### src/rtl/riscv_pkg.sv
// riscv_pkg: datapath-wide defaults shared by the integer register file and its
// read ports, plus the read-source selection used by every read port.
package riscv_pkg;

    localparam int          XLEN_DEF   = 32;
    localparam logic [31:0] RST_PC_DEF = 32'h0000_0000;
    localparam int          NREG_INT   = 32;
    localparam int          NRD_DEF    = 2;

    typedef enum logic [1:0] {
        SRC_ZERO,
        SRC_FWD,
        SRC_ARRAY
    } rd_src_e;

    // A hardwired x0 beats a same-cycle write, which in turn beats stored data.
    function automatic rd_src_e pick_src(input logic is_x0, input logic fwd_hit);
        if (is_x0) return SRC_ZERO;
        if (fwd_hit) return SRC_FWD;
        return SRC_ARRAY;
    endfunction

endpackage

### src/rtl/regfile_mp_if.sv
// regfile_mp_if: decode/writeback/fetch side of the register file, bundled
// as one interface. The master drives addresses and write data; the slave returns read data and PC.
interface regfile_mp_if #(
    parameter int XLEN = 32,
    parameter int AW   = 5,
    parameter int NRD  = 2
);
    logic [NRD-1:0]      re;
    logic [NRD*AW-1:0]   ra;
    logic                we;
    logic [AW-1:0]       wa;
    logic [XLEN-1:0]     wd;
    logic                pc_en;
    logic [XLEN-1:0]     pcnext;
    logic [NRD*XLEN-1:0] rd;
    logic [NRD-1:0]      rd_valid;
    logic [XLEN-1:0]     pc;

    modport master (
        output re, ra, we, wa, wd, pc_en, pcnext,
        input  rd, rd_valid, pc
    );

    modport slave (
        input  re, ra, we, wa, wd, pc_en, pcnext,
        output rd, rd_valid, pc
    );

endinterface

### src/rtl/regfile_rdport.sv
// regfile_rdport: one registered read port. It selects between zero, forwarded
// write data and stored array data, then registers the result.
module regfile_rdport
    import riscv_pkg::*;
#(
    parameter int XLEN    = 32,
    parameter int AW      = 5,
    parameter bit ZERO_X0 = 1'b1
) (
    input  logic            clk,
    input  logic            rst,
    input  logic            re,
    input  logic [AW-1:0]   ra,
    input  logic            wr_en,
    input  logic [AW-1:0]   wa,
    input  logic [XLEN-1:0] wd,
    input  logic [XLEN-1:0] arr_data,
    output logic [XLEN-1:0] rd,
    output logic            rd_valid
);

    rd_src_e         src;
    logic [XLEN-1:0] value;

    always_comb begin
        src   = pick_src(ZERO_X0 && (ra == '0), wr_en && (wa == ra));
        value = arr_data;
        unique case (src)
            SRC_ZERO: value = '0;
            SRC_FWD:  value = wd;
            default:  value = arr_data;
        endcase
    end

    // When re is low, rd keeps its last value; only rd_valid reports the missing read.
    always_ff @(posedge clk or posedge rst) begin
        if (rst) begin
            rd       <= '0;
            rd_valid <= 1'b0;
        end else begin
            rd_valid <= re;
            if (re) rd <= value;
        end
    end

endmodule

### src/rtl/regfile_mp.sv
// regfile_mp: integer register file with NRD registered read ports, one write
// port with write-first forwarding, an optional hardwired x0, and the architectural PC.
module regfile_mp
    import riscv_pkg::*;
#(
    parameter int              XLEN    = XLEN_DEF,
    parameter int              NREG    = NREG_INT,
    parameter int              AW      = $clog2(NREG),
    parameter int              NRD     = NRD_DEF,
    parameter logic [XLEN-1:0] RST_PC  = XLEN'(RST_PC_DEF),
    parameter bit              ZERO_X0 = 1'b1
) (
    input logic         clk,
    input logic         rst,
    regfile_mp_if.slave bus
);

    logic [XLEN-1:0] regs [NREG];
    logic            wr_en;
    logic [XLEN-1:0] port_rd    [NRD];
    logic            port_valid [NRD];

    assign wr_en = bus.we && !(ZERO_X0 && (bus.wa == '0));

    // The array has no reset so that it maps onto block RAM. A write that arrives
    // on the same edge as reset is dropped so the reset edge leaves no trace.
    always_ff @(posedge clk) begin
        if (wr_en && !rst) regs[bus.wa] <= bus.wd;
    end

    always_ff @(posedge clk or posedge rst) begin
        if (rst)            bus.pc <= RST_PC;
        else if (bus.pc_en) bus.pc <= bus.pcnext;
    end

    for (genvar i = 0; i < NRD; i++) begin : g_rd
        regfile_rdport #(
            .XLEN    (XLEN),
            .AW      (AW),
            .ZERO_X0 (ZERO_X0)
        ) u_port (
            .clk      (clk),
            .rst      (rst),
            .re       (bus.re[i]),
            .ra       (bus.ra[i*AW +: AW]),
            .wr_en    (wr_en),
            .wa       (bus.wa),
            .wd       (bus.wd),
            .arr_data (regs[bus.ra[i*AW +: AW]]),
            .rd       (port_rd[i]),
            .rd_valid (port_valid[i])
        );
    end

    always_comb begin
        bus.rd       = '0;
        bus.rd_valid = '0;
        for (int i = 0; i < NRD; i++) begin
            bus.rd[i*XLEN +: XLEN] = port_rd[i];
            bus.rd_valid[i]        = port_valid[i];
        end
    end

endmodule
### src/flat_wrapper.sv
// flat-port wrapper written by rule: the top's interface ports become plain ports
module regfile_mp_flat import riscv_pkg::*;
#(
    parameter int              XLEN    = XLEN_DEF,
    parameter int              NREG    = NREG_INT,
    parameter int              AW      = $clog2(NREG),
    parameter int              NRD     = NRD_DEF,
    parameter logic [XLEN-1:0] RST_PC  = XLEN'(RST_PC_DEF),
    parameter bit              ZERO_X0 = 1'b1
)
  (clk, rst, bus_re, bus_ra, bus_we, bus_wa, bus_wd, bus_pc_en, bus_pcnext, bus_rd, bus_rd_valid, bus_pc);
  regfile_mp_if #(.XLEN(XLEN), .AW(AW), .NRD(NRD)) bus_i ();
  input logic clk;
  input logic rst;
  input wire logic [$bits(bus_i.re)-1:0] bus_re;
  input wire logic [$bits(bus_i.ra)-1:0] bus_ra;
  input wire logic [$bits(bus_i.we)-1:0] bus_we;
  input wire logic [$bits(bus_i.wa)-1:0] bus_wa;
  input wire logic [$bits(bus_i.wd)-1:0] bus_wd;
  input wire logic [$bits(bus_i.pc_en)-1:0] bus_pc_en;
  input wire logic [$bits(bus_i.pcnext)-1:0] bus_pcnext;
  output wire logic [$bits(bus_i.rd)-1:0] bus_rd;
  output wire logic [$bits(bus_i.rd_valid)-1:0] bus_rd_valid;
  output wire logic [$bits(bus_i.pc)-1:0] bus_pc;
  assign bus_i.re = bus_re;
  assign bus_i.ra = bus_ra;
  assign bus_i.we = bus_we;
  assign bus_i.wa = bus_wa;
  assign bus_i.wd = bus_wd;
  assign bus_i.pc_en = bus_pc_en;
  assign bus_i.pcnext = bus_pcnext;
  assign bus_rd = bus_i.rd;
  assign bus_rd_valid = bus_i.rd_valid;
  assign bus_pc = bus_i.pc;
  regfile_mp #(.XLEN(XLEN), .NREG(NREG), .AW(AW), .NRD(NRD), .RST_PC(RST_PC), .ZERO_X0(ZERO_X0)) u_core (.clk(clk), .rst(rst), .bus(bus_i));
endmodule
### config.mk
export PLATFORM = sky130hd
export DESIGN_NAME = regfile_mp_flat
export DESIGN_NICKNAME = d
export VERILOG_FILES = /design/src/rtl/riscv_pkg.sv /design/src/rtl/regfile_mp_if.sv /design/src/rtl/regfile_rdport.sv /design/src/rtl/regfile_mp.sv /design/src/flat_wrapper.sv
export SDC_FILE = /design/constraint.sdc
export NUM_CORES = 1
export LEC_CHECK = 0
export CAP_MARGIN = 10
export CORE_AREA = 10 10 317 319
export DETAILED_ROUTE_END_ITERATION = 16
export DIE_AREA = 0 0 327 329
export GPL_TIMING_DRIVEN = 0
export PLACE_DENSITY = 0.73
export SYNTH_ARGS = -nofsm -noshare
export SYNTH_HDL_FRONTEND = slang
export SYNTH_SLANG_ARGS = --single-unit
### constraint.sdc
create_clock -name clk -period 5 [get_ports clk]
set_input_delay 0.5 -clock clk [delete_from_list [all_inputs] [get_ports clk]]
set_output_delay 0.5 -clock clk [all_outputs]
set_load 0.01 [all_outputs]
==> impl_metrics.py <==
metrics = {
    "run_status": {
        "status": "finished, final reports clean",
    },
    "place": {
        "port_buffers": 171,
        "placed_cells": 4158,
        "gp_congestion": 0.944,
        "place.detailed.hpwl_um": 115000,
    },
    "flow_run": {
        "drv_cap": 0,
    },
    "grt": {
        "grtUsageMet3_pct": 11.6,
        "use_met1_pct": 40.3,
        "grt_max_degree": 62,
        "grt_use_met2_pct": 46.0,
        "grt.overflow.total": 0,
        "grtUsageTotal_pct": 31.3,
        "antenna_found_initial": 7,
        "grt.busiest_layer": "met2",
        "grt_pass1_wl_um": 240000,
        "grt_pass1_vias": 32900,
    },
    "yosys": {
        "syn_inst": 2650,
        "ys_seq_elements": 1122,
        "synth_xor_area_share_pct": 0.171,
        "synth_compound_area_share_pct": 4.55,
        "synth-edff-count": 1024,
        "synthesis.area_um2": 51200,
        "synthDistinctLibCells": 45,
        "synth_area_leaders": "edfxtp_1 60%, mux4_2 21%, dfrtp_1 4.8%",
        "synthSimpleGateAreaFrac_pct": 2.36,
        "yosys.area.top_type_share_pct": 60.0,
        "muxShareOfSynthArea_pct": 25.7,
        "synthFlopType": "edfxtp_1",
        "yosysMostFrequentCell": "edfxtp_1",
        "synthAdderAreaFrac_pct": 0,
        "synth_top_family_by_area": "multiplexers",
        "synth_common_cells": "1024 x edfxtp_1, 480 x mux4_2, 128 x a22oi_1, 128 x mux2i_1, 105 x nand2_1",
        "synthArstFlopShare_pct": 8.73,
        "synth_area_per_cell_um2": 19.3,
        "synth.yosys.warnings": 0,
        "ys_seq_area_share_pct": 64.8,
        "yosys.area.top_type": "edfxtp_1",
    },
    "timing": {
        "fmax_ghz": 0.300,
        "fin_skew_ps": 20.9,
        "setup_viol": 0,
        "worst_pin_slew_ps": 1320,
        "relSlewSlack_pct": 12.2,
        "hold_slack_ps": 218,
        "hold_viol_final": 0,
        "rsz0062_at_grt": "no",
        "finalCritPeriodShare_pct": 66.7,
        "drv_slew": 0,
        "fin_crit_ps": 3330,
    },
    "cts": {
        "h-tree-depth": 3,
        "clk_root_buffer_cell": "clkbuf_16",
        "post_cts_resize_count": 0,
        "clk_latency_ps": 700,
        "postCtsSetupBuffers": 0,
        "clockBufferDepth": 3,
        "cts.clk_slew.worst_paths_ps": 60,
        "cts_buffers": 112,
        "clkSinkCount": 1122,
        "holdBufCountCts": 0,
        "tritoncts": "built",
    },
    "floorplan": {
        "core_um2": 94300,
        "initial_utilization_pct": 54.3,
        "num_rows": 113,
        "die_w_um": 327,
        "die-area_um2": 108000,
        "ios": 183,
        "die_h_um": 329,
    },
    "cells_and_area": {
        "drive_gt1_share_pct": 32.2,
        "instances_no_fill": 4393,
        "area_growth_pct": 17.0,
        "nNetsFinal": 3112,
    },
    "detailed_routing": {
        "dr.pass1.iters": 7,
        "ant_nets": 0,
        "first_iter_violations": 5329,
        "via_per_inst": 7.35,
        "route.final.wire_length_um": 170000,
        "post-route-drc-count": 0,
        "vias": 32300,
        "wl_per_cell_um": 38.8,
    },
    "worst_setup_path": {
        "startpoint_type": "primary input",
        "cp_slowest_cell": "o21ai_0",
        "critPathMaxFanout": 10,
        "crit_family": "buffers and inverters",
        "crit_chain": "clkdlybuf4s50_1 -> xnor2_1 -> nand4_2 -> o21ai_0 -> clkbuf_1 -> or3_1 -> a41oi_2",
        "r2r_slack_ps": 2990,
        "worstSetupPathType": "primary input to register",
        "cp-end-kind": "register",
        "critPathBufInv": 2,
        "max_stage_delay_ps": 980,
        "required_ps": 5530,
        "critPathArrivalTime_ps": 3870,
    },
    "hold_path": {
        "hp-class": "primary input to register",
    },
    "pwr": {
        "power_leakage_nw": 19.5,
        "fin_total_pwr_mw": 21.3,
        "max-vdd-ir-drop_uv": 315,
        "p_per_area_nw_per_um2": 355,
    },
}
path summary, 6_finish.rpt:
path	to	startpoint	cells past startpoint
setup reg to reg	u_core.g_rd[1].u_port.rd[30]	u_core.regs[7][30]	5
max in group asynchronous	u_core.bus.pc[9]	rst	3
hold / removal	u_core.bus.pc[30]	bus_pc_en	2
min in group asynchronous	u_core.g_rd[0].u_port.rd[8]	rst	2
setup / recovery	u_core.g_rd[1].u_port.rd[17]	bus_wa[0]	7
hold reg to reg	u_core.bus.pc[14]	u_core.bus.pc[14]	1
stage by stage:
| stage | setup TNS, ps | util, % | worst slack, ps | area (µm²) |
|---|---|---|---|---|
| 6_report | 0 | 63.6 | 1670 | 59900 |
| 5_1_grt | 0 | 63.5 | 1670 | 59900 |
| 4_1_cts | 0 | 63.1 | 1830 | 59500 |
| 3_5_place_dp | 0 | 59.2 | 1120 | 55800 |
| 3_3_place_gp | -1842170 | 57.9 | -3490 | 54600 |
| 2_1_floorplan | 0 | - | 92.7 | 51300 |
placed cells by master, fill, tap and decap left out, types with 11 or more instances in the layout:
master / count
a22oi_1: 128
a41oi_1: 16
a41oi_2: 16
buf_1: 18
buf_12: 23
buf_16: 29
buf_2: 91
buf_4: 36
buf_6: 14
clkbuf_1: 91
clkbuf_16: 117
clkbuf_8: 11
clkdlybuf4s50_1: 166
clkinv_1: 11
clkinv_2: 20
conb_1: 32
dfrtp_1: 98
edfxtp_1: 1024
mux2_2: 96
mux2i_1: 128
mux4_2: 480
nand2_1: 105
nand3_1: 34
nor2_1: 38
nor2_4: 31
o21ai_0: 34
o21ai_1: 32
o22ai_1: 96
or3_1: 33
cell families (layout without fill, tap and decap cells):
logic type      count (synthesis)  after routing
simple gates                  267            267
mux                           704            704
xor+xnor                       10             10
compound gates                327            327
flops                        1122           1122
buf+inv                       219            660
other cells                     1             38
area by class of cell:
cell class / count / area [µm²]
Fill cell: 6367 / 34400
Timing Repair Buffer: 232 / 3100
Antenna cell: 6 / 15.0
Buffer: 217 / 1220
Sequential cell: 1122 / 33200
Clock inverter: 51 / 529
Multi-Input combinational cell: 1340 / 17200
Inverter: 2 / 10.0
Tap cell: 1265 / 1580
Clock buffer: 158 / 3130
power breakdown:
part / switching [mW] / internal (mW)
Combinational: 1.28 / 0.942
Sequential: 0.161 / 10.4
Clock: 3.63 / 4.86
flip-flops by register name, summed over array words and instances, names as in the netlist:
signal and flops:
u_core.bus.pc 32, u_core.g_rd.u_port.rd 64, u_core.g_rd.u_port.rd_valid 2, u_core.regs 1024
routing by layer:
metal	share of wire [%]	routed length [µm]
met5	0.11	191
met4	6.3	10700
met3	15	26300
met2	44	75500
met1	34	57600
worst reg2reg max path, stage by stage (launching register included):
cell and delay [ps]:
edfxtp_1 410, mux4_2 490, a22oi_1 370, o21ai_1 300
nand2_1 160, a41oi_2 120
(Power assumes the default switching activity.)
